==> src/rtl/radar_sim_pkg.sv <==
// -----------------------------------------------------------------------------
// radar_sim_pkg
// Shared types and default constants for the radar simulator timing chain.
//   acp_state_e     : azimuth pulse generator state (IDLE, PULSE)
//   ACP_PER_REV_DEF : default ACP pulses per antenna revolution
//   PULSE_WIDTH_DEF : default ACP/ARP high time in system clock cycles
// -----------------------------------------------------------------------------
package radar_sim_pkg;

    typedef enum logic [0:0] {
        IDLE  = 1'b0,
        PULSE = 1'b1
    } acp_state_e;

    localparam int ACP_PER_REV_DEF = 4096;
    localparam int PULSE_WIDTH_DEF = 4;

endpackage : radar_sim_pkg

==> src/rtl/rise_detect.sv <==
// -----------------------------------------------------------------------------
// rise_detect
// Two-flop rising-edge detector for a level that is synchronous to clk.
// While rst_n is low both flops track the input, so a level that is already
// high at reset release is not reported as an edge.
//   clk   in  system clock
//   rst_n in  synchronous active-low reset
//   sig   in  level to watch (treated as data)
//   rise  out one-cycle high when sig went 0 -> 1
// -----------------------------------------------------------------------------
module rise_detect (
    input  logic clk,
    input  logic rst_n,
    input  logic sig,
    output logic rise
);

    logic t0_r;
    logic t1_r;

    // Sample history; during reset both stages follow the input level.
    always_ff @(posedge clk) begin
        if (!rst_n) begin
            t0_r <= sig;
            t1_r <= sig;
        end else begin
            t0_r <= sig;
            t1_r <= t0_r;
        end
    end

    assign rise = t0_r & ~t1_r;

endmodule : rise_detect

==> src/rtl/acp_arp_gen.sv <==
// -----------------------------------------------------------------------------
// acp_arp_gen
// Azimuth pulse generator. Each accepted rising edge of TICK_CLK produces one
// PULSE_WIDTH-cycle ACP pulse and advances AZIMUTH; the ACP that wraps
// AZIMUTH back to 0 also carries the ARP (north) pulse. Edges arriving while
// a pulse is still running are dropped and latched in the sticky OVERRUN.
//   CLK      in  system clock
//   RST_N    in  synchronous active-low reset
//   EN       in  tick acceptance enable (sampled in IDLE only)
//   TICK_CLK in  divided clock, used as data
//   CLR_OVR  in  clears OVERRUN (a simultaneous set wins)
//   ACP      out azimuth change pulse
//   ARP      out north pulse, coincident with the wrapping ACP
//   AZIMUTH  out ACP count since the last ARP
//   OVERRUN  out sticky dropped-tick flag
// -----------------------------------------------------------------------------
module acp_arp_gen
    import radar_sim_pkg::*;
#(
    parameter int ACP_PER_REV = ACP_PER_REV_DEF,
    parameter int PULSE_WIDTH = PULSE_WIDTH_DEF,
    parameter int AZ_W        = 12
) (
    input  logic            CLK,
    input  logic            RST_N,
    input  logic            EN,
    input  logic            TICK_CLK,
    input  logic            CLR_OVR,
    output logic            ACP,
    output logic            ARP,
    output logic [AZ_W-1:0] AZIMUTH,
    output logic            OVERRUN
);

    localparam int              CNT_W    = $clog2(PULSE_WIDTH + 1);
    localparam logic [CNT_W-1:0] CNT_LOAD = CNT_W'(PULSE_WIDTH - 1);
    localparam logic [AZ_W-1:0]  AZ_LAST  = AZ_W'(ACP_PER_REV - 1);

    acp_state_e      state_r;
    logic [CNT_W-1:0] cnt_r;
    logic            acp_r;
    logic            arp_r;
    logic [AZ_W-1:0] az_r;
    logic            ovr_r;
    logic            tick_rise_s;
    logic            az_wrap_s;

    rise_detect u_tick_rise (
        .clk   (CLK),
        .rst_n (RST_N),
        .sig   (TICK_CLK),
        .rise  (tick_rise_s)
    );

    // Wrap is an explicit compare so non-power-of-two revolutions work.
    assign az_wrap_s = (az_r == AZ_LAST);

    // Pulse sequencer: accepts a tick in IDLE, times the pulse in PULSE.
    always_ff @(posedge CLK) begin
        if (!RST_N) begin
            state_r <= IDLE;
            cnt_r   <= {CNT_W{1'b0}};
            acp_r   <= 1'b0;
            arp_r   <= 1'b0;
            az_r    <= {AZ_W{1'b0}};
        end else begin
            case (state_r)
                IDLE: begin
                    if (EN && tick_rise_s) begin
                        acp_r   <= 1'b1;
                        arp_r   <= az_wrap_s;
                        cnt_r   <= CNT_LOAD;
                        az_r    <= az_wrap_s ? {AZ_W{1'b0}} : az_r + AZ_W'(1);
                        state_r <= PULSE;
                    end else begin
                        acp_r   <= 1'b0;
                        arp_r   <= 1'b0;
                    end
                end
                PULSE: begin
                    // Edges seen here are dropped; only the overrun flag reacts.
                    if (cnt_r == CNT_W'(0)) begin
                        acp_r   <= 1'b0;
                        arp_r   <= 1'b0;
                        state_r <= IDLE;
                    end else begin
                        cnt_r   <= cnt_r - CNT_W'(1);
                    end
                end
                default: begin
                    acp_r   <= 1'b0;
                    arp_r   <= 1'b0;
                    cnt_r   <= {CNT_W{1'b0}};
                    state_r <= IDLE;
                end
            endcase
        end
    end

    // Sticky overrun: an edge during a pulse sets it, and setting beats clearing.
    always_ff @(posedge CLK) begin
        if (!RST_N) begin
            ovr_r <= 1'b0;
        end else if (tick_rise_s && (state_r == PULSE)) begin
            ovr_r <= 1'b1;
        end else if (CLR_OVR) begin
            ovr_r <= 1'b0;
        end else begin
            ovr_r <= ovr_r;
        end
    end

    assign ACP     = acp_r;
    assign ARP     = arp_r;
    assign AZIMUTH = az_r;
    assign OVERRUN = ovr_r;

endmodule : acp_arp_gen

==> config.mk <==
export PLATFORM = sky130hd
export DESIGN_NAME = acp_arp_gen
export DESIGN_NICKNAME = d
export VERILOG_FILES = /design/src/rtl/radar_sim_pkg.sv /design/src/rtl/rise_detect.sv /design/src/rtl/acp_arp_gen.sv
export SDC_FILE = /design/constraint.sdc
export NUM_CORES = 1
export LEC_CHECK = 0
export ABC_AREA = 1
export CORE_UTILIZATION = 45
export DETAILED_ROUTE_END_ITERATION = 12
export GPL_TIMING_DRIVEN = 1
export MAX_ROUTING_LAYER = met4
export PLACE_DENSITY = 0.79
export SLEW_MARGIN = 0
export SYNTH_ARGS = -nofsm -noshare
export SYNTH_HDL_FRONTEND = slang
export SYNTH_SLANG_ARGS = --single-unit
==> constraint.sdc <==
create_clock -name CLK -period 3.7 [get_ports CLK]
set_input_delay 0.74 -clock CLK [delete_from_list [all_inputs] [get_ports CLK]]
set_output_delay 0.74 -clock CLK [all_outputs]
set_load 0.005 [all_outputs]
==> summary.md <==
| Metric | Value |
|---|---|
| Outcome | `complete, no violations` |
| Crit. End Element | `output port` |
| Slowest stage cell on the critical path | `clkdlybuf4s50_1` |
| Finished Layout Cells | `192` |
| Detailed-route DRC error count | `0` |
| Complex-gate fraction of the synthesized area | `6.62%` |
| Post-synth EDFFs | `0` |
| Root Buffer Master | `clkbuf_4` |
| # diodes | `0` |
| GP Congestion | `about 0.86` |
| IO buf count | `19` |
| Post-Synthesis Cells | `~140` |
| Total I/O pin count | `20` |
| Period utilization | `between 50% and 60%` |
| Worst path bufs/invs | `1` |
| Worst-margin pin slew | `between 0.2 and 0.3 ns` |
| Clk slew on worst S/H paths | `0.12 ns` |
| Synth Area in Simple Gates | `a little under two fifths` |
| Critical Path RT | `2.96 ns` |
| CP max FO | `5` |
| Worst-path cell chain | `clkdlybuf4s50_1` |
| Initial DRC count | `19` |
| Row Count | `17` |
| Post-synth top area share | `between 40% and 50%` |
| Setup violations, final | `0` |
| Worst hold slack | `between 0.4 and 0.5 ns` |
| Final Hold Vio Count | `0` |
| XOR/XNOR share of the synthesized area | `2.53%` |
| FFs w/ async S/R, synth | `0%` |
| Syn_nets | `between 100 and 150` |
| Startpoint types | `register` |
| Die height | `roughly 50 microns` |
| Vias in the first global route | `approximately 860` |
| Initial antenna violation count | `0` |
| Switching share of total power | `between 20% and 30%` |
| Initial core utilization | `around 47%` |
| Die ar. | `2510 sq um` |
| Placeable core area | `2190 sq um` |
| Pre-antenna DRT Iters | `4` |
| Post-CTS setup buffers | `0` |
| Synth cell count leaders | `nand2_1, dfxtp_1, inv_1, nor2_1, nand3_1` |
| R2R Setup Slk | `approximately 2.2 ns` |
| Synthesis-stage register bit count | `21` |
| Via-to-Cell Ratio | `~4.8` |
| Delay of the slowest cell on the worst path | `around 0.53 ns` |
| Clk Latency, worst-skew pair | `0.31 ns` |
| Synth area leader | `dfxtp_1` |
| Worst-case clock buffer depth | `2` |
| Horizontal die dimension | `50.1 microns` |
| Max-Cap Viols | `0` |
| Worst setup margin | `1.68 ns` |
| CP top delay family | `buffers and inverters` |
| Drt wl/cell | `~11 microns` |
| PwrDens | `roughly 300 nW/um^2` |
| Sequential share of power | `between 60% and 70%` |
| Dpl cells | `approximately 190` |
| CTS sink count | `21` |
| Mapped Area | `1040 sq um` |
| Post-cts resize count | `0` |
| Lkg Pwr | `between 0.4 and 0.5 nW` |
| Slew Viols, Final | `0` |
| Avg Synthesized Cell Area | `7.37 sq um` |
| H-tree level count | `1` |
| Register area | `420 sq um` |
| Routed wire length | `slightly above 2 mm` |
| Critical path type | `register to output port` |
| Pwr Total | `~0.39 mW` |
| Cell with the most instances after synthesis | `nand2_1` |
| Crit path DAT | `between 1 and 1.5 ns` |
| Combinational family with the most area after synthesis | `simple AND/OR/NAND/NOR gates` |
| Nets@finish | `between 150 and 200` |
| Post-Synth Adder-Cell Area | `3.61%` |
| Worst hold-check path type | `register to register` |
| Clk network pwr share | `29.0%` |
| Clock skew | `approximately 0.01 ns` |
| Slew Limit Headroom | `82.1%` |
| Sequential share of the synthesized area | `about two fifths` |
| Tmin final | `about 2.0 ns` |
| Cts bufs inserted | `3` |
| Final ANT Viol Nets | `0` |
| DR vias | `approximately 920` |
| CTS tree | `yes` |
| Psw | `a little under 0.1 mW` |
| Main area contributors after synthesis | `dfxtp_1, nand2_1, inv_1, nor2_1, nor2_4` |
| First-pass GRT wire length | `approximately 3.5 mm` |
| Internal power | `0.289 mW` |
| DP Wirelength | `1.60 mm` |
| P&R area growth vs syn | `24.3%` |
| Total GRT Usage | `18.6%` |
| RSZ-0062 raised after global routing | `no` |
| Top_reg_cell synth | `dfxtp_1` |
| Combinational cell fraction of total power | `under 10%` |
| Peak supply drop | `around 0.00018 V` |
| Mux cell area share after synthesis | `0%` |
| Fillers | `about 230` |
| Largest net degree at the start of global routing | `13` |
| Area occupied by multi-input gates | `526 sq um` |
| Layout cells sized above 1 | `around 14%` |
| Cts hold-fix bufs | `0` |
| Post-synth cell types | `27` |
| Util after Layout | `between 50% and 60%` |
| Post-place instance area | `1260 sq um` |
| Fmax | `around 500 MHz` |
| Pre-CTS WS | `around 1.7 ns` |
| Post-route cell area | `roughly 1300 sq um` |
| Yosys warns | `0` |
| Gr ovfl total | `0` |
| Setup TNS | `0 ns` |
[registers in the layout (all words and copies together), names as in the netlist]
signal            flops
OVERRUN               1
ARP                   1
u_tick_rise.t1_r      1
u_tick_rise.t0_r      1
cnt_r                 3
AZIMUTH              12
state_r               1
ACP                   1
[cells in the final DEF, fill, tap and decap left out, drive strengths merged]
master	count
nand2	33
nor2	25
inv	24
dfxtp	21
clkdlybuf4s50	19
nand3	9
a21oi	4
o21ai	4
nand4	3
ha	3
clkbuf	3
nor3	3
or2	3
xor2	2
o211ai	2
clkinv	2
o21bai	1
nor3b	1
xnor2	1
o22ai	1
[layout make-up]
type                    instances  area share, %
inverters                      25           7.26
clock inverters                 1          0.387
repair buffers                 19           14.7
clock buffers                   3           1.74
well taps                      28           2.71
flip-flops and latches         21           32.5
multi-input cells              95           40.7
[power groups by stage]
stage | clock, mW | sequential (mW) | combinational [mW]
floorplan | 0 | 0.241 | 0.0226
global placement | 0 | 0.242 | 0.0349
detailed placement | 0 | 0.242 | 0.0366
CTS | 0.116 | 0.237 | 0.0368
global route | 0.126 | 0.238 | 0.0417
finish | 0.112 | 0.237 | 0.0364
[final timing paths]
| kind | startpoint | to | cells past startpoint |
|---|---|---|---|
| setup / recovery | AZIMUTH[0] | AZIMUTH[0] | 1 |
| hold / removal | AZIMUTH[8] | AZIMUTH[8] | 2 |
| setup reg to reg | cnt_r[0] | cnt_r[1] | 8 |
| hold reg to reg | AZIMUTH[8] | AZIMUTH[8] | 2 |
[metal layers]
metal  track usage, %  wire length, microns  up-vias
met1             20.8                   872      415
met5                -                     0        -
met3             2.78                    48        4
li1                 -                     -      489
met4             5.71                    21        0
met2             33.3                  1080       13
[kinds of logic after synthesis]
group,count (synthesis)
AO/OA/AOI/OAI,12
AND/OR/NAND/NOR,77
flip-flops,21
XOR/XNOR,3
buffers and inverters,25
adder cells (fa/ha/maj),3
Note: power is estimated with default switching activity, not from simulation.
